**config.mk**
```make
export PLATFORM = sky130hd
export DESIGN_NAME = layer_scheduler
export DESIGN_NICKNAME = d
export VERILOG_FILES = /design/src/rtl/layer_sched_pkg.sv /design/src/rtl/layer_scheduler_index_counter.sv /design/src/rtl/layer_scheduler.sv
export SDC_FILE = /design/constraint.sdc
export NUM_CORES = 1
export LEC_CHECK = 0
export CORE_AREA = 2 2 39 41
export CTS_BUF_LIST = sky130_fd_sc_hd__clkbuf_8
export CTS_CLUSTER_SIZE = 30
export DETAILED_ROUTE_END_ITERATION = 6
export DIE_AREA = 0 0 41 43
export GPL_ROUTABILITY_DRIVEN = 0
export PLACE_DENSITY_LB_ADDON = 0.08
export SKIP_CTS_REPAIR_TIMING = 1
export SLEW_MARGIN = 30
export SYNTH_ARGS = -nofsm -noshare
export SYNTH_HDL_FRONTEND = slang
export SYNTH_SLANG_ARGS = --single-unit
```
**constraint.sdc**
```tcl
create_clock -name clk -period 2.4 [get_ports clk]
set_input_delay 0.48 -clock clk [delete_from_list [all_inputs] [get_ports clk]]
set_output_delay 0.48 -clock clk [all_outputs]
set_load 0.02 [all_outputs]
```
**src/rtl/layer_sched_pkg.sv**
```systemverilog
// Shared definitions for the layer scheduler.
//   sched_state_t : scheduler FSM encoding (IDLE=0 .. DONE=4)
//   STALL_CNT_W   : width of the optional write-stall counter
//   sat_inc       : saturating increment used by that counter
package layer_sched_pkg;

  typedef enum logic [2:0] {
    IDLE  = 3'd0,
    BIAS  = 3'd1,
    MAC   = 3'd2,
    WRITE = 3'd3,
    DONE  = 3'd4
  } sched_state_t;

  localparam int STALL_CNT_W = 16;

  function automatic logic [STALL_CNT_W-1:0] sat_inc(input logic [STALL_CNT_W-1:0] v);
    return (v == '1) ? v : v + 1'b1;
  endfunction

endpackage

```
**src/rtl/layer_scheduler_index_counter.sv**
```systemverilog
// index_counter: modulo-MAX index register used for the input and neuron
// selects of the layer scheduler.
// Ports:
//   clk, rst  - clock, asynchronous active-high reset (count -> 0)
//   en        - global enable; the count holds when low
//   clear     - synchronous return to 0 (wins over inc)
//   inc       - advance by one; wraps to 0 after MAX-1
//   cnt       - current index
//   last      - cnt == MAX-1
module index_counter #(
  parameter int MAX = 2,
  parameter int W   = 1
) (
  input  logic         clk,
  input  logic         rst,
  input  logic         en,
  input  logic         clear,
  input  logic         inc,
  output logic [W-1:0] cnt,
  output logic         last
);

  localparam logic [W-1:0] LAST_VAL = W'(MAX - 1);

  always_ff @(posedge clk or posedge rst) begin
    if (rst) begin
      cnt <= '0;
    end else if (en) begin
      if (clear) begin
        cnt <= '0;
      end else if (inc) begin
        cnt <= last ? '0 : cnt + 1'b1;
      end
    end
  end

  assign last = (cnt == LAST_VAL);

endmodule

```
**src/rtl/layer_scheduler.sv**
```systemverilog
// layer_scheduler: sequences one MAC datapath over NUM_NEURONS neurons of
// NUM_INPUTS inputs each. Per neuron: one BIAS cycle (adder loads bias),
// NUM_INPUTS MAC cycles (in_addr 0..NUM_INPUTS-1), then WRITE until the sink
// accepts the result. A DONE cycle pulses done and returns to IDLE.
//
// Ports:
//   clk, rst   - rising-edge clock, asynchronous active-high reset
//   clk_en     - global enable; state, counters and outputs hold when low
//   start      - evaluate the layer (honoured only in IDLE)
//   wr_ready   - result sink can accept a neuron result
//   busy       - high in every state except IDLE
//   done       - one-cycle pulse when the layer completes
//   in_addr    - input/weight select for the MAC
//   neu_addr   - neuron select (weight bank, bias, result slot)
//   use_bias   - adder takes bias instead of product
//   acc_clr    - synchronous accumulator clear
//   wr_en      - write accumulator result into slot neu_addr
//   state_dbg  - current FSM state, for observation
//   stall_cnt  - (only with LAYER_SCHEDULER_STALL_CNT_EN) saturating count of
//                enabled cycles spent in WRITE with wr_ready low; cleared when
//                start is accepted and on rst
//
// Result handshake: a result transfers in a cycle where wr_en and wr_ready
// are both high (with clk_en high). wr_en only rises in WRITE and simply
// mirrors wr_ready there; while wr_ready is low the scheduler waits in WRITE
// with accumulator and addresses untouched.
//
// Build option: define LAYER_SCHEDULER_STALL_CNT_EN to add stall_cnt.
module layer_scheduler
  import layer_sched_pkg::*;
#(
  parameter int NUM_INPUTS  = 2,
  parameter int NUM_NEURONS = 2,
  parameter int IN_AW       = 1,
  parameter int NEU_AW      = 1
) (
  input  logic              clk,
  input  logic              rst,
  input  logic              clk_en,
  input  logic              start,
  input  logic              wr_ready,
  output logic              busy,
  output logic              done,
  output logic [IN_AW-1:0]  in_addr,
  output logic [NEU_AW-1:0] neu_addr,
  output logic              use_bias,
  output logic              acc_clr,
  output logic              wr_en,
  output sched_state_t      state_dbg
`ifdef LAYER_SCHEDULER_STALL_CNT_EN
  ,
  output logic [STALL_CNT_W-1:0] stall_cnt
`endif
);

  sched_state_t state, state_nxt;

  logic in_clr, in_inc, in_last;
  logic neu_clr, neu_inc, neu_last;
  logic start_acc;
  logic write_fire;

  always_ff @(posedge clk or posedge rst) begin
    if (rst) begin
      state <= IDLE;
    end else if (clk_en) begin
      state <= state_nxt;
    end
  end

  always_comb begin
    state_nxt = state;
    in_clr    = 1'b0;
    in_inc    = 1'b0;
    neu_clr   = 1'b0;
    neu_inc   = 1'b0;
    start_acc = 1'b0;
    case (state)
      IDLE: begin
        in_clr  = 1'b1;
        neu_clr = 1'b1;
        if (start) begin
          start_acc = 1'b1;
          state_nxt = BIAS;
        end
      end
      BIAS: state_nxt = MAC;
      MAC: begin
        // in_addr wraps to 0 on its last step, ready for the next neuron.
        in_inc = 1'b1;
        if (in_last) state_nxt = WRITE;
      end
      WRITE: begin
        if (wr_ready) begin
          if (neu_last) begin
            state_nxt = DONE;
          end else begin
            neu_inc   = 1'b1;
            state_nxt = BIAS;
          end
        end
      end
      DONE: begin
        neu_clr   = 1'b1;
        state_nxt = IDLE;
      end
      default: state_nxt = IDLE;
    endcase
  end

  index_counter #(.MAX(NUM_INPUTS), .W(IN_AW)) u_in_cnt (
    .clk   (clk),
    .rst   (rst),
    .en    (clk_en),
    .clear (in_clr),
    .inc   (in_inc),
    .cnt   (in_addr),
    .last  (in_last)
  );

  index_counter #(.MAX(NUM_NEURONS), .W(NEU_AW)) u_neu_cnt (
    .clk   (clk),
    .rst   (rst),
    .en    (clk_en),
    .clear (neu_clr),
    .inc   (neu_inc),
    .cnt   (neu_addr),
    .last  (neu_last)
  );

  // The write strobe is qualified by clk_en so a frozen scheduler never
  // issues a write it will not also account for by advancing.
  assign write_fire = (state == WRITE) && wr_ready && clk_en;

  assign busy      = (state != IDLE);
  assign done      = (state == DONE);
  assign use_bias  = (state == BIAS);
  assign acc_clr   = (state == IDLE) || write_fire;
  assign wr_en     = write_fire;
  assign state_dbg = state;

`ifdef LAYER_SCHEDULER_STALL_CNT_EN
  logic [STALL_CNT_W-1:0] stall_q;

  always_ff @(posedge clk or posedge rst) begin
    if (rst) begin
      stall_q <= '0;
    end else if (clk_en) begin
      if (start_acc) begin
        stall_q <= '0;
      end else if ((state == WRITE) && !wr_ready) begin
        stall_q <= sat_inc(stall_q);
      end
    end
  end

  assign stall_cnt = stall_q;
`endif

endmodule

```
======== Word-level counts from Yosys, hierarchy flattened ========
Index checks and enable logic that the tools add are counted.
word-level totals
  bits of input ports ..................... 5
  register bits after elaboration ......... 5
  output and inout port bits .............. 10
  logic and storage cells ................. 40
operators by class
  reduce and logical (&&, ||, !) cells .... 11
  $add $sub $neg .......................... 2
  equal/unequal tests ..................... 7
  mux-type cells .......................... 17
operators by type and width
  kind                 count
  $mux 1               12
  $mux 3               4
  $pmux 3 s4           1
  $eq 3x2->1 const B   2
  $ne 2x2->1 const B   2
  $reduce_and 2->1     2
  $reduce_and 4->1     1
  $reduce_bool 2->1    2
  $eq 3x1->1 const B   1
  $eq 3x3->1 const B   1
  $logic_not 3->1      1
  $reduce_bool 3->1    1
  $add 1x1->1 const B  2
  $logic_and 1x1->1    2
  $ne 2x1->1 const B   1
  $reduce_or 2->1      1
  $logic_or 1x1->1     1

======== Logic depth before layout (Yosys ltp) ========
  depth in word-level cells ............... 5
  depth in mapped cells ................... 4
  depth with buffers taken out ............ 3

======== Cells and area by module ========
Synthesis repeated with hierarchy kept, for this count alone.
unflattened totals
  cells, all modules ...................... 41
  area, all modules ....................... 361.6 um^2
modules (own cells, without submodules)
  module           area an instance (um^2)  times used  cells an instance  sequential area each (um^2)
  layer_scheduler  244.0                    1           29                 75.1
  index_counter    58.8                     2           6                  25.0

======== Least setup slack after synthesis ========
No wires, ideal clock.
  path type ............................... reg-to-output
  start ................................... register state[1] (netlist: state_dbg[1])
  end ..................................... output port acc_clr
  arrival time ............................ 1.300 ns
  setup slack ............................. 0.620 ns
  cell stages (with the launch flop) ...... 4
  buffers on the path ..................... 1
  cells stage by stage .................... dfrtp_1 > clkbuf_1 > or2_2 > a21oi_1
on the way
  word-level cells in the longest chain between the ends .. 4
  elaborated cells between the ends (all ways) .. 5
  those cells by class .................... eq/ne: 1; reduce/logical: 4
ends and longest elaborated chain
  what                            line                    text
  start, declared                 layer_scheduler.sv:56   sched_state_t state, state_nxt;
  start signal, assigned          layer_scheduler.sv:67   state <= state_nxt;
  $eq 3x2->1                      layer_scheduler.sv:133  assign write_fire = (state == WRITE) && wr_ready && clk_en;
  $logic_and 1x1->1 (2 in a row)  layer_scheduler.sv:133
  $logic_or 1x1->1 *              layer_scheduler.sv:138  assign acc_clr = (state == IDLE) || write_fire;
  end, declared                   layer_scheduler.sv:47   output logic acc_clr,
Mark *: on every way between the ends. The rest lies on a longest branch, timed or not.

======== Final worst setup path ========
  start ................................... register state[1] (netlist: state_dbg[1])
  end ..................................... output port done
on the way
  word-level cells in the longest chain between the ends .. 1
ends and longest elaborated chain
  what           line                    text
  $eq 3x3->1     layer_scheduler.sv:136  assign done = (state == DONE);
  end, declared  layer_scheduler.sv:43   output logic done,
Every way passes these cells.

==> results.md <==
- Maxcap violations: 0
- Share of cells above drive strength 1: about a fifth
- Placed cell areas: 512 um^2
- RSZ-0062 raised after global routing: no
- Vias post-DR: 365
- Port buffer count: 14
- CP Data Required Time: between 1500 and 2000 ps
- H-tree depth: 1
- Setup TNS Final: 0 ps
- Worst r2r src: state_dbg[0]$_DFFE_PP0P_
- Synth warnings: 0
- Total CTS buffers: 3
- Ys async rst share: 100%
- Post-synth top area cell: dfrtp_1
- Slew @ Worst Pin: 297 ps
- Leak pwr: between 0.2 and 0.3 nW
- Top post-synthesis cells by area: dfrtp_1, inv_1, a21oi_1
- Synth Flop Type: dfrtp_1
- Starting Density: 23.7%
- Worst vdd ir: ~720 uV
- GRT overflow: 0
- I/O pin cnt: 15
- Area growth, synth to finish: 71.8%
- Vias per cell: 4.80
- DRT Pass-1 Iters: 4
- Cell count after synthesis: 40
- Worst min path class: in -> async
- Post-synth EDFFs: 0
- First-pass GRT wire length: 1550 um
- Final wirelength: 877 um
- CP Max Fanout: 12
- Clk slew on worst S/H paths: 40 ps
- Synth top area share: 38.2%
- Die W: 41 um
- Pwr/cell area: 1280 nW/um^2
- R2r setup slk: approximately 960 ps
- Final Hold Viols: 0
- Antenna diodes: 0
- Crit Path Class: reg -> out
- Pre-CTS setup slack: -83.6 ps
- Max-slew violations: 0
- Total GRT Usage: 13.5%
- TritonCTS clock tree: done
- Final Cycle Share: about nine tenths
- Setup Viol. Count Final: 0
- Hold_ws: between 400 and 500 ps
- Tmin final: 2170 ps
- Worst-skew pair later-pin latency: 220 ps
- Die ar.: 1760 um^2
- Setup crit start: state_dbg[1]$_DFFE_PP0P_
- Headroom to the max-slew limit: around four fifths
- Worst Clk Skew: about 4.5 ps
- DRC violations left: 0
- Critical Path Source Type: register
- Tot Pwr: roughly 0.00072 W
- Post-route cell area: between 500 and 600 um^2
- Largest net degree at the start of global routing: 13
- Rows: 14
- ANT nets after route: 0
- Core box area: between 1000 and 1500 um^2
- Syn Nets: 45
- WL/cell: 11.5 um
- Critical Path End Type: primary output
- Worst Slack Setup Final: 233 ps
- Syn_area_per_cell: 8.20 um^2
- DP Wirelength: 671 um
- Clk root buf: clkbuf_8
- Synth cell count leaders: dfrtp_1, inv_1, a21oi_1
- Die H: 43 um
- Max Root-Sink Buffers: 2
- Outcome: finished, final reports clean
- CP arrival: around 1700 ps
- Cell variety after synth: 25
- DR iter-0 viols: 2
- Fillers: 141
- Yosys reg bits: 5
- Max Fclk: 462 MHz
- Antenna violations before repair: 0
- Number of global-route vias before repair: about 370
- Synthesized area: 328 um^2
- Seq/Total Area, Yosys: 38.2%
- Clock sink total: 5
- Net count, final: 66
[logic make-up (layout without fill, tap and decap cells)]
kind of cell | count (synthesis) | in the layout | synth area share [%]
mux | 1 | 1 | 3.05
flops | 5 | 5 | 38.2
buf+inv | 8 | 28 | 9.92
simple gates | 13 | 13 | 23.7
compound gates | 13 | 13 | 25.2
[layout by cell type, fill, tap and decap left out, drive strengths merged]
master         Yosys  routed
o21ai              4       4
dlymetal6s2s       0       2
buf                2       5
and3               1       1
or3b               1       1
nor3b              1       1
a211oi             1       1
nor2b              1       1
or2                1       1
mux2i              1       1
and2               1       1
o31ai              1       1
nand2b             1       1
nand3              1       1
nand2              2       2
or3                1       1
a21oi              3       3
nor2               2       2
dfrtp              5       5
a21o               1       1
a41oi              1       1
clkbuf             1       3
inv                5       6
o21a               1       1
a2bb2oi            1       1
clkdlybuf4s50      0      12
[layout make-up]
class | instances | area (um^2) | share of cell area (%)
repair buffers | 19 | 183 | 32.4
multi-input cells | 27 | 170 | 30.2
flip-flops and latches | 5 | 126 | 22.4
clock buffers | 3 | 41.3 | 7.33
well taps | 16 | 20.0 | 3.56
inverters | 5 | 18.8 | 3.33
clock inverters | 1 | 3.75 | 0.667
[routing by layer]
metal  GRT usage [%]  routed length (um)
met1            15.0                 349
met2            20.9                 466
met3            7.85                  61
met4            4.00                   0
met5               0                   0
[report_power, final]
group / switching, W / internal (W) / total (W)
Combinational: 0.000185 / 0.000202 / 0.000387
Sequential: 0.0000616 / 0.000122 / 0.000184
Clock: 0.0000407 / 0.000110 / 0.000150
Total: 0.000287 / 0.000434 / 0.000721
[path summary, 6_finish.rpt]
check,end,depth (start not counted)
worst min-delay path,u_neu_cnt.cnt$_DFFE_PP0P_,2
worst max register to register,state_dbg[0]$_DFFE_PP0P_,4
worst min register to register,u_in_cnt.cnt$_DFFE_PP0P_,2
worst max-delay path,done,3
min in group clk,u_in_cnt.cnt$_DFFE_PP0P_,2
max in group asynchronous,state_dbg[1]$_DFFE_PP0P_,2
[sequential cells by signal, indices dropped and copies added (netlist names)]
name / flops
state_dbg: 3
u_in_cnt.cnt: 1
u_neu_cnt.cnt: 1
[worst max-delay path: stages, from the launching register on]
cell             delay (ps)
dfrtp_2                 470
or2_2                   300
nor2_1                   90
clkdlybuf4s50_1         600
[through the flow]
stage	utilization (%)	cells
floorplan	-	40
global placement	37.0	72
detailed placement	37.0	72
CTS	40.2	76
finish	40.7	76
global route	40.7	76
Power figures use the tool's default switching activity.
